**config.mk**
```make
export PLATFORM = sky130hd
export DESIGN_NAME = noc_outport_rr_arbiter_flat
export DESIGN_NICKNAME = d
export VERILOG_FILES = /design/src/rtl/noc_outport_rr_arbiter_if.sv /design/src/rtl/noc_outport_rr_arbiter.sv /design/src/flat_wrapper.sv
export SDC_FILE = /design/constraint.sdc
export NUM_CORES = 1
export LEC_CHECK = 0
export CORE_MARGIN = 8
export CORE_UTILIZATION = 28
export DETAILED_ROUTE_END_ITERATION = 10
export PLACE_DENSITY_LB_ADDON = 0.12
export SYNTH_ARGS = -nofsm -noshare
export SYNTH_HDL_FRONTEND = slang
export SYNTH_SLANG_ARGS = --single-unit
export TNS_END_PERCENT = 20
```
**constraint.sdc**
```tcl
create_clock -name clk -period 11.45 [get_ports clk]
set_input_delay 2.29 -clock clk [delete_from_list [all_inputs] [get_ports clk]]
set_output_delay 2.29 -clock clk [all_outputs]
set_load 0.005 [all_outputs]
```
**src/rtl/noc_outport_rr_arbiter_if.sv**
```systemverilog
// ---------------------------------------------------------------------------
// noc_outport_rr_arbiter_if
//   Bundles the signals between the input FIFOs / downstream link and one
//   output-port arbiter.
//   master : FIFO / link side -- drives req, in_data, dcts; sees the results
//   slave  : arbiter side     -- consumes requests, drives pops and TX stage
//   Signals:
//     req      NUM_IN             FIFO i non-empty and head flit routed here
//     in_data  NUM_IN*DATA_WIDTH  head flit of FIFO i at [i*DATA_WIDTH +: DATA_WIDTH]
//     dcts     1                  downstream clear-to-send
//     rd_en    NUM_IN             one-hot pop strobe to the owner FIFO
//     tx_data  DATA_WIDTH         registered outgoing flit
//     rts      1                  registered request-to-send, one cycle per flit
//     busy     1                  port locked to a packet
//     owner    PTR_W              index of current or last owner
//     len_err  1                  flit count and TAIL id disagreed
// ---------------------------------------------------------------------------
interface noc_outport_rr_arbiter_if #(
    parameter int NUM_IN     = 5,
    parameter int DATA_WIDTH = 32,
    parameter int PTR_W      = 3
);
    logic [NUM_IN-1:0]            req;
    logic [NUM_IN*DATA_WIDTH-1:0] in_data;
    logic                         dcts;
    logic [NUM_IN-1:0]            rd_en;
    logic [DATA_WIDTH-1:0]        tx_data;
    logic                         rts;
    logic                         busy;
    logic [PTR_W-1:0]             owner;
    logic                         len_err;

    modport master (
        output req, in_data, dcts,
        input  rd_en, tx_data, rts, busy, owner, len_err
    );

    modport slave (
        input  req, in_data, dcts,
        output rd_en, tx_data, rts, busy, owner, len_err
    );
endinterface

```
**src/rtl/noc_outport_rr_arbiter.sv**
```systemverilog
// ---------------------------------------------------------------------------
// noc_outport_rr_arbiter
//   Per-output-port unit of the router: round-robin wormhole arbiter, FIFO
//   pop generator and registered TX stage. A header at the head of a
//   requesting FIFO wins the port, which then stays locked to that input
//   until the packet ends (flit count reaches 1 or a TAIL is popped).
//   Ports:
//     clk   clock
//     rst   asynchronous reset, active high
//     link  noc_outport_rr_arbiter_if.slave (req/in_data/dcts in,
//           rd_en/tx_data/rts/busy/owner/len_err out)
// ---------------------------------------------------------------------------
module noc_outport_rr_arbiter #(
    parameter int NUM_IN     = 5,
    parameter int DATA_WIDTH = 32,
    parameter int LEN_WIDTH  = 12,
    parameter int PTR_W      = 3
) (
    input  logic                        clk,
    input  logic                        rst,
    noc_outport_rr_arbiter_if.slave     link
);

    localparam logic [2:0] ID_HEADER = 3'b001;
    localparam logic [2:0] ID_TAIL   = 3'b100;

    typedef enum logic {IDLE, XFER} state_t;

    state_t                 state, state_next;
    logic [PTR_W-1:0]       rr_ptr;
    logic [PTR_W-1:0]       owner_q;
    logic [LEN_WIDTH-1:0]   cnt;
    logic [DATA_WIDTH-1:0]  tx_q;
    logic                   rts_q;
    logic                   len_err_q;

    logic [PTR_W-1:0]       winner;
    logic                   grant_found;
    logic [DATA_WIDTH-1:0]  sel_flit;
    logic                   owner_req;
    logic                   pop;
    logic                   cnt_one;
    logic                   is_tail;
    logic                   is_last;
    logic [NUM_IN-1:0]      rd_en;

    function automatic logic [2:0] flit_id(input logic [DATA_WIDTH-1:0] f);
        return f[DATA_WIDTH-1 -: 3];
    endfunction

    function automatic logic [LEN_WIDTH-1:0] flit_len(input logic [DATA_WIDTH-1:0] f);
        return f[DATA_WIDTH-4 -: LEN_WIDTH];
    endfunction

    // Round-robin search: the port just after the last owner has top
    // priority; only requesters presenting a header are eligible.
    always_comb begin
        // NOTE: every combinational output gets a default first so no path
        // leaves it unassigned and a latch is never inferred.
        winner      = '0;
        grant_found = 1'b0;
        for (int k = 1; k <= NUM_IN; k++) begin
            automatic int idx = (int'(rr_ptr) + k) % NUM_IN;
            if (!grant_found && link.req[idx] &&
                flit_id(link.in_data[idx*DATA_WIDTH +: DATA_WIDTH]) == ID_HEADER) begin
                grant_found = 1'b1;
                winner      = PTR_W'(idx);
            end
        end
    end

    // Owner's head flit and request, muxed without a variable-width index.
    always_comb begin
        sel_flit  = '0;
        owner_req = 1'b0;
        for (int i = 0; i < NUM_IN; i++) begin
            if (owner_q == PTR_W'(i)) begin
                sel_flit  = link.in_data[i*DATA_WIDTH +: DATA_WIDTH];
                owner_req = link.req[i];
            end
        end
    end

    // FSM: state register.
    // NOTE: sequential state uses non-blocking assignments so every flop
    // samples pre-edge values regardless of block ordering.
    always_ff @(posedge clk or posedge rst) begin
        if (rst) state <= IDLE;
        else     state <= state_next;
    end

    // FSM: next-state logic.
    always_comb begin
        state_next = state;
        case (state)
            IDLE: if (grant_found) state_next = XFER;
            XFER: if (is_last)     state_next = IDLE;
            default:               state_next = IDLE;
        endcase
    end

    // FSM: outputs. rd_en is combinational so a pop costs no extra cycle;
    // it falls with state on an asynchronous reset.
    always_comb begin
        pop     = (state == XFER) && owner_req && link.dcts;
        cnt_one = (cnt == LEN_WIDTH'(1));
        is_tail = (flit_id(sel_flit) == ID_TAIL);
        // Either condition ends the packet; a disagreement is reported.
        is_last = pop && (cnt_one || is_tail);
        for (int i = 0; i < NUM_IN; i++) begin
            rd_en[i] = pop && (owner_q == PTR_W'(i));
        end
    end

    // Grant bookkeeping and registered TX stage.
    always_ff @(posedge clk or posedge rst) begin
        if (rst) begin
            rr_ptr    <= PTR_W'(NUM_IN - 1);
            owner_q   <= '0;
            cnt       <= '0;
            tx_q      <= '0;
            rts_q     <= 1'b0;
            len_err_q <= 1'b0;
        end else begin
            rts_q     <= 1'b0;
            len_err_q <= 1'b0;
            if (state == IDLE) begin
                if (grant_found) begin
                    owner_q <= winner;
                    // A zero length is treated as a single-flit packet.
                    cnt <= (flit_len(link.in_data[int'(winner)*DATA_WIDTH +: DATA_WIDTH]) == '0)
                         ? LEN_WIDTH'(1)
                         : flit_len(link.in_data[int'(winner)*DATA_WIDTH +: DATA_WIDTH]);
                end
            end else if (pop) begin
                tx_q      <= sel_flit;
                rts_q     <= 1'b1;
                cnt       <= cnt - LEN_WIDTH'(1);
                len_err_q <= cnt_one ^ is_tail;
                if (is_last) rr_ptr <= owner_q;
            end
        end
    end

    assign link.rd_en   = rd_en;
    assign link.tx_data = tx_q;
    assign link.rts     = rts_q;
    assign link.busy    = (state == XFER);
    assign link.owner   = owner_q;
    assign link.len_err = len_err_q;

endmodule

```
**src/flat_wrapper.sv**
```systemverilog
// flat-port wrapper written by rule: the top's interface ports become plain ports
module noc_outport_rr_arbiter_flat 
#(
    parameter int NUM_IN     = 5,
    parameter int DATA_WIDTH = 32,
    parameter int LEN_WIDTH  = 12,
    parameter int PTR_W      = 3
)
  (clk, rst, link_req, link_in_data, link_dcts, link_rd_en, link_tx_data, link_rts, link_busy, link_owner, link_len_err);
  noc_outport_rr_arbiter_if #(.NUM_IN(NUM_IN), .DATA_WIDTH(DATA_WIDTH), .PTR_W(PTR_W)) link_i ();
  input  logic clk;
  input  logic rst;
  input wire logic [$bits(link_i.req)-1:0] link_req;
  input wire logic [$bits(link_i.in_data)-1:0] link_in_data;
  input wire logic [$bits(link_i.dcts)-1:0] link_dcts;
  output wire logic [$bits(link_i.rd_en)-1:0] link_rd_en;
  output wire logic [$bits(link_i.tx_data)-1:0] link_tx_data;
  output wire logic [$bits(link_i.rts)-1:0] link_rts;
  output wire logic [$bits(link_i.busy)-1:0] link_busy;
  output wire logic [$bits(link_i.owner)-1:0] link_owner;
  output wire logic [$bits(link_i.len_err)-1:0] link_len_err;
  assign link_i.req = link_req;
  assign link_i.in_data = link_in_data;
  assign link_i.dcts = link_dcts;
  assign link_rd_en = link_i.rd_en;
  assign link_tx_data = link_i.tx_data;
  assign link_rts = link_i.rts;
  assign link_busy = link_i.busy;
  assign link_owner = link_i.owner;
  assign link_len_err = link_i.len_err;
  noc_outport_rr_arbiter #(.NUM_IN(NUM_IN), .DATA_WIDTH(DATA_WIDTH), .LEN_WIDTH(LEN_WIDTH), .PTR_W(PTR_W)) u_core (.clk(clk), .rst(rst), .link(link_i));
endmodule
```
==> summary.txt <==
Run status
  • Status: completed

Routing
  • Uppermost layer routed: met5
  • # DRC: 0
  • Met3 Routed Length: 2190 um
  • Routed vias/inst: 5.61
  • WL final: 26,900 um
  • Routed Antenna Nets: 0
  • Drt pass-1 iters: 5
  • DRT met1 WL: 11,800 um
  • Routed wl met2: 12,300 um
  • Iter 0 DRT Violations: 495
  • WL/cell: 22.1 um
  • Via count: 6,821

Yosys
  • Syn Nets: 943
  • Syn avg cell area: 8.67 um^2
  • Commonest cells post-synth: nor2_1 (88), dfrtp_1 (52), a21oi_1 (51)
  • Synth Flop Type: dfrtp_1
  • Sequential area share after synthesis: 0.205
  • Synth cell types: 106
  • Synth area leader: dfrtp_1
  • Post-synth EDFFs: 0
  • Synth top area share: 0.200
  • Synth warn: 0
  • Asr flop ratio synth: 1.00
  • Register bit count reported by yosys: 53
  • Top cells by area, synth: dfrtp_1 (20%), mux4_2 (12%), nor2_1 (5.1%)
  • Mapped Cells: 749
  • Mapped cell area: 6490 um^2
  • Top-count cell post-synth: nor2_1

Worst setup path
  • CP Capture Type: output pin
  • Arr. time, crit path: 4.70 ns
  • Crit. Startpoint: link_req[2]
  • Critical path's slowest cell: clkdlybuf4s50_1
  • Critical R2R Capture: u_core.cnt[0]
  • CP Launch Type: input port
  • Crit path cell chain: clkdlybuf4s50_1 > mux4_2 > a22oi_1 > nor3_1 > nor3b_1 > clkdlybuf4s50_1
  • CP dominant cell by count: clkdlybuf4s50_1
  • Slowest stage delay, CP: 0.65 ns
  • Crit path max fanout: 5
  • Worst setup path class: in2out
  • R2R depth: 21
  • Worst reg2reg setup slack: 4.75 ns
  • R2R Path Start: u_core.rr_ptr[0]
  • Crit path required time: 9.16 ns
  • Setup crit end: link_rd_en[0]

Clock network
  • Num CTS Buffers: 5
  • Root Buffer: clkbuf_16
  • Post-CTS setup buffers: 0
  • H-tree levels: 2
  • TritonCTS clock tree: done
  • Clk sinks: 53
  • CTS max path bufs: 2
  • Clock Pin Slew Worst Setup and Hold Paths: 0.08 ns
  • Hold bufs inserted after CTS: 0
  • Worst-skew pair later-pin latency: 0.31 ns
  • Cts repair resizes: 0

Final layout
  • Seq. cell area: 1330 um^2
  • Area grow syn2layout: 38.4%
  • Proportion of layout cells with a drive suffix above 1: 0.124
  • Area of the multi-input gates: 4810 um^2
  • Fillers: 2,275
  • Nets@finish: 1,120
  • Utilization after layout: 0.396

Timing
  • Worst hold slack: 0.525 ns
  • Setup tns final: 0 ns
  • Final Hold Vio Count: 0
  • Period minus WS final: 6.99 ns
  • Setup violators final: 0
  • Unrepaired setup endpoints after global routing: no
  • Max Freq: 0.143 GHz
  • Final max-slew violation count: 0
  • Slew headroom: 0.235
  • Slew at the pin closest to its max-slew limit: 1.12 ns
  • Clock skew: 0.0101 ns
  • Fin crit share: 0.610

Floorplan
  • Die height: 168 um
  • I/O pins: 211
  • Die footprint: 28,300 um^2
  • DIE WIDTH: 168 um
  • Total core area: 22,700 um^2
  • Num rows: 55
  • Initial Util: 0.286

Placement
  • Port bufs: 210
  • Detailed placement HPWL: 21,200 um
  • Routability cong.: 0.836

Job
  • Max cap viols: 0

GRT
  • GR Util All Layers: 0.184
  • Wire length of the first global-routing pass: 41,300 um
  • Vias in the first global route: 6,822
  • Gr ovfl total: 0
  • Initial antenna violation count: 5
  • Largest net degree at the start of global routing: 69

Min path
  • Min-delay worst type: reg2reg
[layout by cell type (no fill, tap or decap), drive strengths merged, types with 9 or more instances in the layout]
cell type / count
a21oi: 54
a221oi: 10
a22oi: 33
buf: 11
clkdlybuf4s50: 210
dfrtp: 52
ha: 26
inv: 34
mux2: 11
mux2i: 24
mux4: 34
nand2: 38
nand3: 29
nand4: 9
nor2: 88
nor3: 18
o211ai: 18
o21ai: 56
xnor2: 11
[worst min-delay path by stage]
stage / slack, ns / end / depth (start not counted) / start
finish: 0.52 / u_core.link.tx_data[31] / 1 / u_core.link.tx_data[31]
global route: 0.56 / u_core.link.tx_data[31] / 1 / u_core.link.tx_data[31]
CTS: 0.53 / u_core.link.tx_data[31] / 1 / u_core.link.tx_data[31]
detailed placement: 0.51 / u_core.link.tx_data[31] / 1 / u_core.link.tx_data[31]
global placement: 0.49 / u_core.link.tx_data[31] / 1 / u_core.link.tx_data[31]
floorplan: 0.51 / u_core.link.tx_data[31] / 1 / u_core.link.tx_data[31]
[kinds of logic (layout without fill, tap and decap cells)]
group | Yosys count | in the layout | synth area share
adders and majority gates | 26 | 26 | 0.0501
xor gates and xnor gates | 11 | 11 | 0.0235
other | 0 | 4 | 0
DFF | 53 | 53 | 0.205
and+or+nand+nor | 245 | 245 | 0.193
muxes | 69 | 69 | 0.175
AOI/OAI and AO/OA | 260 | 260 | 0.298
buffers and inverters | 85 | 263 | 0.0567
[cell type report]
type	count	area share
Antenna cell	4	0.00111
Clock buffer	5	0.0139
Clock inverter	3	0.00487
Inverter	34	0.0142
Multi-Input combinational cell	611	0.535
Sequential cell	53	0.148
Tap cell	285	0.0397
Timing Repair Buffer	221	0.243
[metrics by stage]
| stage | setup WS, ns | cells | area, um^2 |
|---|---|---|---|
| floorplan | 5.68 | 749 | 6490 |
| global placement | 4.53 | 1204 | 8810 |
| detailed placement | 4.51 | 1204 | 8810 |
| CTS | 4.48 | 1212 | 8980 |
| global route | 4.24 | 1216 | 8990 |
| finish | 4.46 | 1216 | 8990 |
[critical path: cells and delay by family]
family | cells | cell delay, ns
simple gates | 2 | 0.77
compound gates | 1 | 0.15
mux | 1 | 0.29
buf+inv | 2 | 1.19
[state kept, by name, indices dropped and copies added, names as in the netlist]
name and flops:
u_core.link.len_err 1, u_core.link.rts 1, u_core.link.tx_data 32, u_core.rr_ptr 3
u_core.link.owner 3, u_core.link.busy 1, u_core.cnt 12
[metal layers]
layer / global-route usage / vias up
met5: 0 / -
met4: 0.0516 / 2
met3: 0.0398 / 30
met2: 0.299 / 280
met1: 0.243 / 3238
li1: - / 3271
Power is left out: the tool's default activity adds up to more than one toggle a clock period on the data nets, which glitch-free logic cannot reach.
==> variant 1, RTL diff (config.mk and constraints unchanged) <==
`PTR_W` is set to 3 in 3 places; all go to 2.
--- a/src/rtl/noc_outport_rr_arbiter_if.sv
+++ b/src/rtl/noc_outport_rr_arbiter_if.sv
@@ -18,7 +18,7 @@
 interface noc_outport_rr_arbiter_if #(
     parameter int NUM_IN     = 5,
     parameter int DATA_WIDTH = 32,
-    parameter int PTR_W      = 3
+    parameter int PTR_W      = 2
 );
     logic [NUM_IN-1:0]            req;
     logic [NUM_IN*DATA_WIDTH-1:0] in_data;
--- a/src/rtl/noc_outport_rr_arbiter.sv
+++ b/src/rtl/noc_outport_rr_arbiter.sv
@@ -14,7 +14,7 @@
     parameter int NUM_IN     = 5,
     parameter int DATA_WIDTH = 32,
     parameter int LEN_WIDTH  = 12,
-    parameter int PTR_W      = 3
+    parameter int PTR_W      = 2
 ) (
     input  logic                        clk,
     input  logic                        rst,
--- a/src/flat_wrapper.sv
+++ b/src/flat_wrapper.sv
@@ -4,7 +4,7 @@
     parameter int NUM_IN     = 5,
     parameter int DATA_WIDTH = 32,
     parameter int LEN_WIDTH  = 12,
-    parameter int PTR_W      = 3
+    parameter int PTR_W      = 2
 )
   (clk, rst, link_req, link_in_data, link_dcts, link_rd_en, link_tx_data, link_rts, link_busy, link_owner, link_len_err);
   noc_outport_rr_arbiter_if #(.NUM_IN(NUM_IN), .DATA_WIDTH(DATA_WIDTH), .PTR_W(PTR_W)) link_i ();
Ports: changed (resized link_owner); port bits go from 211 to 210. The function was not compared with the original's and may differ.
==> variant 1 against the unedited design <==
Sequential cell count is 2 lower; area after synthesis is 30% lower; first-iteration DRC count is 41% lower; critical endpoint is now link_rd_en[2]; count of clock-buffer cells in the layout stayed put; final area is 25% lower; die area is 28% lower; routed wire length is 38% lower; worst setup slack worse by 0.52 ns; hold slack worse by 0.017 ns.
==> variant 1: results (changes against the unedited design) <==
post-synthesis register bit count=51 (was 53); Setup Skew=0.009230 ns (was 0.01009 ns); final net count=784 (was 1,120); CP arrival=5.22 ns (was 4.70 ns); CTS Buf Count=5 (unchanged); Worst-path clk slew=0.07 ns; final wirelength=16,680 um (was 26,870 um); gpl congestion=0.9331 (was 0.8356); DR iter-0 viols=290 (was 495); Netlist cell types=70 (was 106); 1st-pass router iterations=5 (unchanged); final-layout fill cell count=1,512 (was 2,275); CP max-delay cell=a211oi_4 (was clkdlybuf4s50_1); Synth Area in Compound Gates=0.1361 (was 0.2978); largest net degree at the start of global routing=52 (was 69); WL per Instance=20.32 um (was 22.09 um); input/output buffers=192 (was 210); Synth Area per Inst=10.42 um^2 (was 8.667 um^2); vias per cell=5.261 (was 5.609); Worst R2R Path Depth=12 (was 21); Hold Crit Start=u_core.link.tx_data[28] (was u_core.link.tx_data[31]); Seq. cell area=0.001279 mm^2 (was 0.001330 mm^2); Critical Path Start=link_req[4] (was link_req[2]); placed insts=813 (was 1,204); post-synthesis xor/xnor area fraction=0.003881 (was 0.02352); Detailed Place HPWL=12,730 um (was 21,160 um); clock buffers=5 (unchanged); ratio of cells with drive above 1 in the final layout=0.1669 (was 0.1241); RR Startpoint=u_core.rr_ptr[0] (unchanged); multi-input gate count=330 (was 611); R2R Setup Slk=5.89 ns (was 4.75 ns); bufs w/o clock=196 (was 221); initial antenna violation count=0 (was 5); Largest stage delay, worst path=0.87 ns (was 0.65 ns); commonest cells in the synthesized netlist=dfrtp_1, mux2_2, mux4_2, nand2_1 (was nor2_1, dfrtp_1, a21oi_1, o21ai_0, nand2_1); number of global-route vias before repair=4,460 (was 6,822); adder-cell share of the synthesized area=0.03327 (was 0.05012); Logic inverters=20 (was 34); dpl cell area=0.006594 mm^2 (was 0.008807 mm^2); synth top area cells=dfrtp_1, mux4_2, mux2_2 (was dfrtp_1, mux4_2, nor2_1); Final clock-cell share=0.02281 (was 0.01880); critical path fanouts, max=30 (was 5); antenna cells=0 (was 4); hold path endpoint=u_core.link.tx_data[28] (was u_core.link.tx_data[31]); root buffer cell=clkbuf_16 (unchanged); Layout non-clock buf frac=0.2893 (was 0.2431); mux cell area share after synthesis=0.3305 (was 0.1746); multi-input combinational area share=0.4472 (was 0.5351); register area share after synthesis=0.2828 (was 0.2045); synth warn=0 (unchanged); relative slew slack=0.3335 (was 0.2353); gr usage total=0.1610 (was 0.1844); first-pass GRT wire length=25,550 um (was 41,280 um); Net Count, Synth=613 (was 943); outcome=completed (unchanged)
[variant 1: per-stage QoR]
stage | util | setup WS [ns] | hold slack, ns | total power [uW]
detailed placement | 0.4166 | 3.909 | 0.4949 | 1821
CTS | 0.4263 | 3.905 | 0.5127 | 1992
global placement | 0.4166 | 3.923 | 0.4897 | 1799
finish | 0.4263 | 3.945 | 0.5082 | 1966
global route | 0.4263 | 3.713 | 0.5211 | 2127
floorplan | - | 5.742 | 0.4943 | 1374
[variant 1: kinds of logic after synthesis]
family / count (synthesis)
buf+inv: 52
flops: 51
compound gates: 81
simple gates: 134
fa+ha+maj: 12
mux: 101
xor+xnor: 2
[variant 1: critical path, delay by kind of cell]
family / cells / cell delay, ns
AO/OA/AOI/OAI: 2 / 1.14
buffers and inverters: 3 / 1.54
AND/OR/NAND/NOR: 1 / 0.21
[variant 1: how the worst max path moves through the flow]
stage,to,cells past startpoint
after floorplan,link_rd_en[2],4
after global placement,link_rd_en[1],7
after detailed placement,link_rd_en[2],6
after CTS,link_rd_en[1],7
after global routing,link_rd_en[1],7
final,link_rd_en[2],6
[variant 1: power by group through the flow]
stage	clock network [uW]	registers, uW	logic, uW
floorplan	0	331	1040
global placement	0	373	1430
detailed placement	0	376	1440
CTS	169	375	1450
global route	176	390	1560
finish	162	373	1430
[variant 1: routing by layer]
layer,vias to the layer above,routed length [um],global-route usage
li1,2012,-,-
met1,2094,7261,0.2056
met2,203,7757,0.2613
met3,10,1487,0.04841
met4,0,173,0.03579
met5,-,0,0
==> variant 2, RTL diff (same settings) <==
Without the edit above. Make the reset (`rst`) synchronous in 2 clocked blocks. Comments in the files are not updated.
--- a/src/rtl/noc_outport_rr_arbiter.sv
+++ b/src/rtl/noc_outport_rr_arbiter.sv
@@ -84,7 +84,7 @@
     // FSM: state register.
     // NOTE: sequential state uses non-blocking assignments so every flop
     // samples pre-edge values regardless of block ordering.
-    always_ff @(posedge clk or posedge rst) begin
+    always_ff @(posedge clk) begin
         if (rst) state <= IDLE;
         else     state <= state_next;
     end
@@ -113,7 +113,7 @@
     end
 
     // Grant bookkeeping and registered TX stage.
-    always_ff @(posedge clk or posedge rst) begin
+    always_ff @(posedge clk) begin
         if (rst) begin
             rr_ptr    <= PTR_W'(NUM_IN - 1);
             owner_q   <= '0;
Check against the original RTL: not settled (the Yosys comparison gave no result); the edit may change what the design does.
==> variant 2 against the unedited design <==
Area after synthesis fell by 2.8%; final area fell by 2.6%; routed wire length fell by 3.5%; sequential cell count did not move; worst setup slack got worse by 0.52 ns; count of clock-buffer cells in the layout did not move; critical endpoint is now u_core.cnt[0].
Power is left out: it rests on default switching activity, and per cell area and clock period it moved more than threefold.
==> variant 2: results (changes against the unedited design) <==
crit path capture=u_core.cnt[0] (was link_rd_en[0]); CP arrival=7.72 ns (was 4.70 ns); Synth async-reset ratio=0 (was 1.000); Worst R2R Path Depth=23 (was 21); Fmax=133.3 MHz (was 143.1 MHz); DR iter-0 viols=476 (was 495); number of global-route vias before repair=6,850 (was 6,822); Net Count, Synth=952 (was 943); first-pass GRT wire length=40,590 um (was 41,280 um); ratio of cells with drive above 1 in the final layout=0.1227 (was 0.1241); final-layout fill cell count=2,311 (was 2,275); RR Startpoint=u_core.rr_ptr[0] (unchanged); Worst Max-Slew Pin Slew=0.9062 ns (was 1.115 ns); initial antenna violation count=5 (unchanged); final net count=1,127 (was 1,120); largest net degree at the start of global routing=61 (was 69); gpl congestion=0.8430 (was 0.8356); vias per cell=5.508 (was 5.609); critical path fanouts, max=24 (was 5); WS Path Type=reg -> reg (was in -> out); Primary FF master, synth=dfxtp_1 (was dfrtp_1); Longest Clk Path Bufs=2 (unchanged); synth top area cells=dfxtp_1, mux4_2, ha_1 (was dfrtp_1, mux4_2, nor2_1); placed insts=1,206 (was 1,204); R2R Setup Slk=3.95 ns (was 4.75 ns); Setup Skew=0.009946 ns (was 0.01009 ns); commonest cells in the synthesized netlist=nand2_1, nor2_1, dfxtp_1, inv_1, a211oi_1 (was nor2_1, dfrtp_1, a21oi_1, o21ai_0, nand2_1); Synth Instances=753 (was 749); outcome=completed (unchanged); Netlist cell types=103 (was 106)
[variant 2: changes by cell type after synthesis, sizes merged, moves of 18 or more]
cell    change
dfxtp      +53
dfrtp      -52
a211oi     +35
a22oi      -30
nor2       -29
inv        +24
a221oi     +23
nand2      +22
o21ai      -22
a21oi      -18
[variant 2: layout make-up]
cell class / instances / share of cell area
well taps: 285 / 0.04073
repair buffers: 225 / 0.2524
flip-flops and latches: 53 / 0.1215
inverters: 59 / 0.02529
clock inverters: 3 / 0.003001
clock buffers: 5 / 0.01429
diodes: 3 / 0.0008574
multi-input cells: 584 / 0.5420
[variant 2: critical path, cell delays in order (launching register included)]
cell and delay, ns:
dfxtp_1 0.74, inv_1 0.50, ha_1 0.42, buf_4 0.27, inv_2 0.18, ha_1 0.26, nor2_1 0.24, a21oi_1 0.13
xnor2_1 0.41, ha_1 0.31, inv_1 0.10, o22ai_1 0.15, o32a_1 0.43, xnor2_2 0.16, mux2i_1 0.11, o211a_1 0.28
and4b_1 0.21, o221a_2 0.29, o21ai_1 0.72, a21bo_1 0.39, o221ai_1 0.25, nand4_1 0.11, or4_1 0.43, o41ai_2 0.32
[variant 2: cell families (layout without fill, tap and decap cells)]
family,Yosys count,count (layout),share of synthesized area
xor gates and xnor gates,9,9,0.01606
and+or+nand+nor,241,241,0.2072
AOI/OAI and AO/OA,228,228,0.2772
other,0,3,0
DFF,53,53,0.1681
muxes,75,75,0.1879
adders and majority gates,31,31,0.06265
buffers and inverters,116,292,0.08089
[variant 2: routing by layer]
metal | routed length (um) | track usage | part of all wire | up-vias
met1 | 11340 | 0.2310 | 0.44 | 3229
met4 | 513 | 0.05810 | 0.020 | 4
met3 | 1308 | 0.03946 | 0.050 | 36
met5 | 26 | 0 | 0.0010 | -
li1 | - | - | - | 3245
met2 | 12720 | 0.3085 | 0.49 | 189
[variant 2: how the worst min path moves through the flow]
stage          cells past startpoint                       to               startpoint
2_1_floorplan                      2  u_core.link.tx_data[10]  u_core.link.tx_data[10]
3_3_place_gp                       2  u_core.link.tx_data[14]  u_core.link.tx_data[14]
3_5_place_dp                       2  u_core.link.tx_data[15]  u_core.link.tx_data[15]
4_1_cts                            2   u_core.link.tx_data[5]   u_core.link.tx_data[5]
5_1_grt                            2  u_core.link.tx_data[13]  u_core.link.tx_data[13]
6_report                           2   u_core.link.tx_data[5]   u_core.link.tx_data[5]
[variant 2: per-stage QoR]
step | hold slack [ns] | worst slack (ns) | util | instance area, um^2
final | 0.4598 | 3.945 | 0.3915 | 8756
after global placement | 0.4443 | 4.215 | 0.3844 | 8597
after CTS | 0.4627 | 3.995 | 0.3912 | 8748
after floorplan | 0.4504 | 5.402 | - | 6311
after detailed placement | 0.4452 | 4.043 | 0.3844 | 8597
after global routing | 0.4779 | 3.264 | 0.3915 | 8756
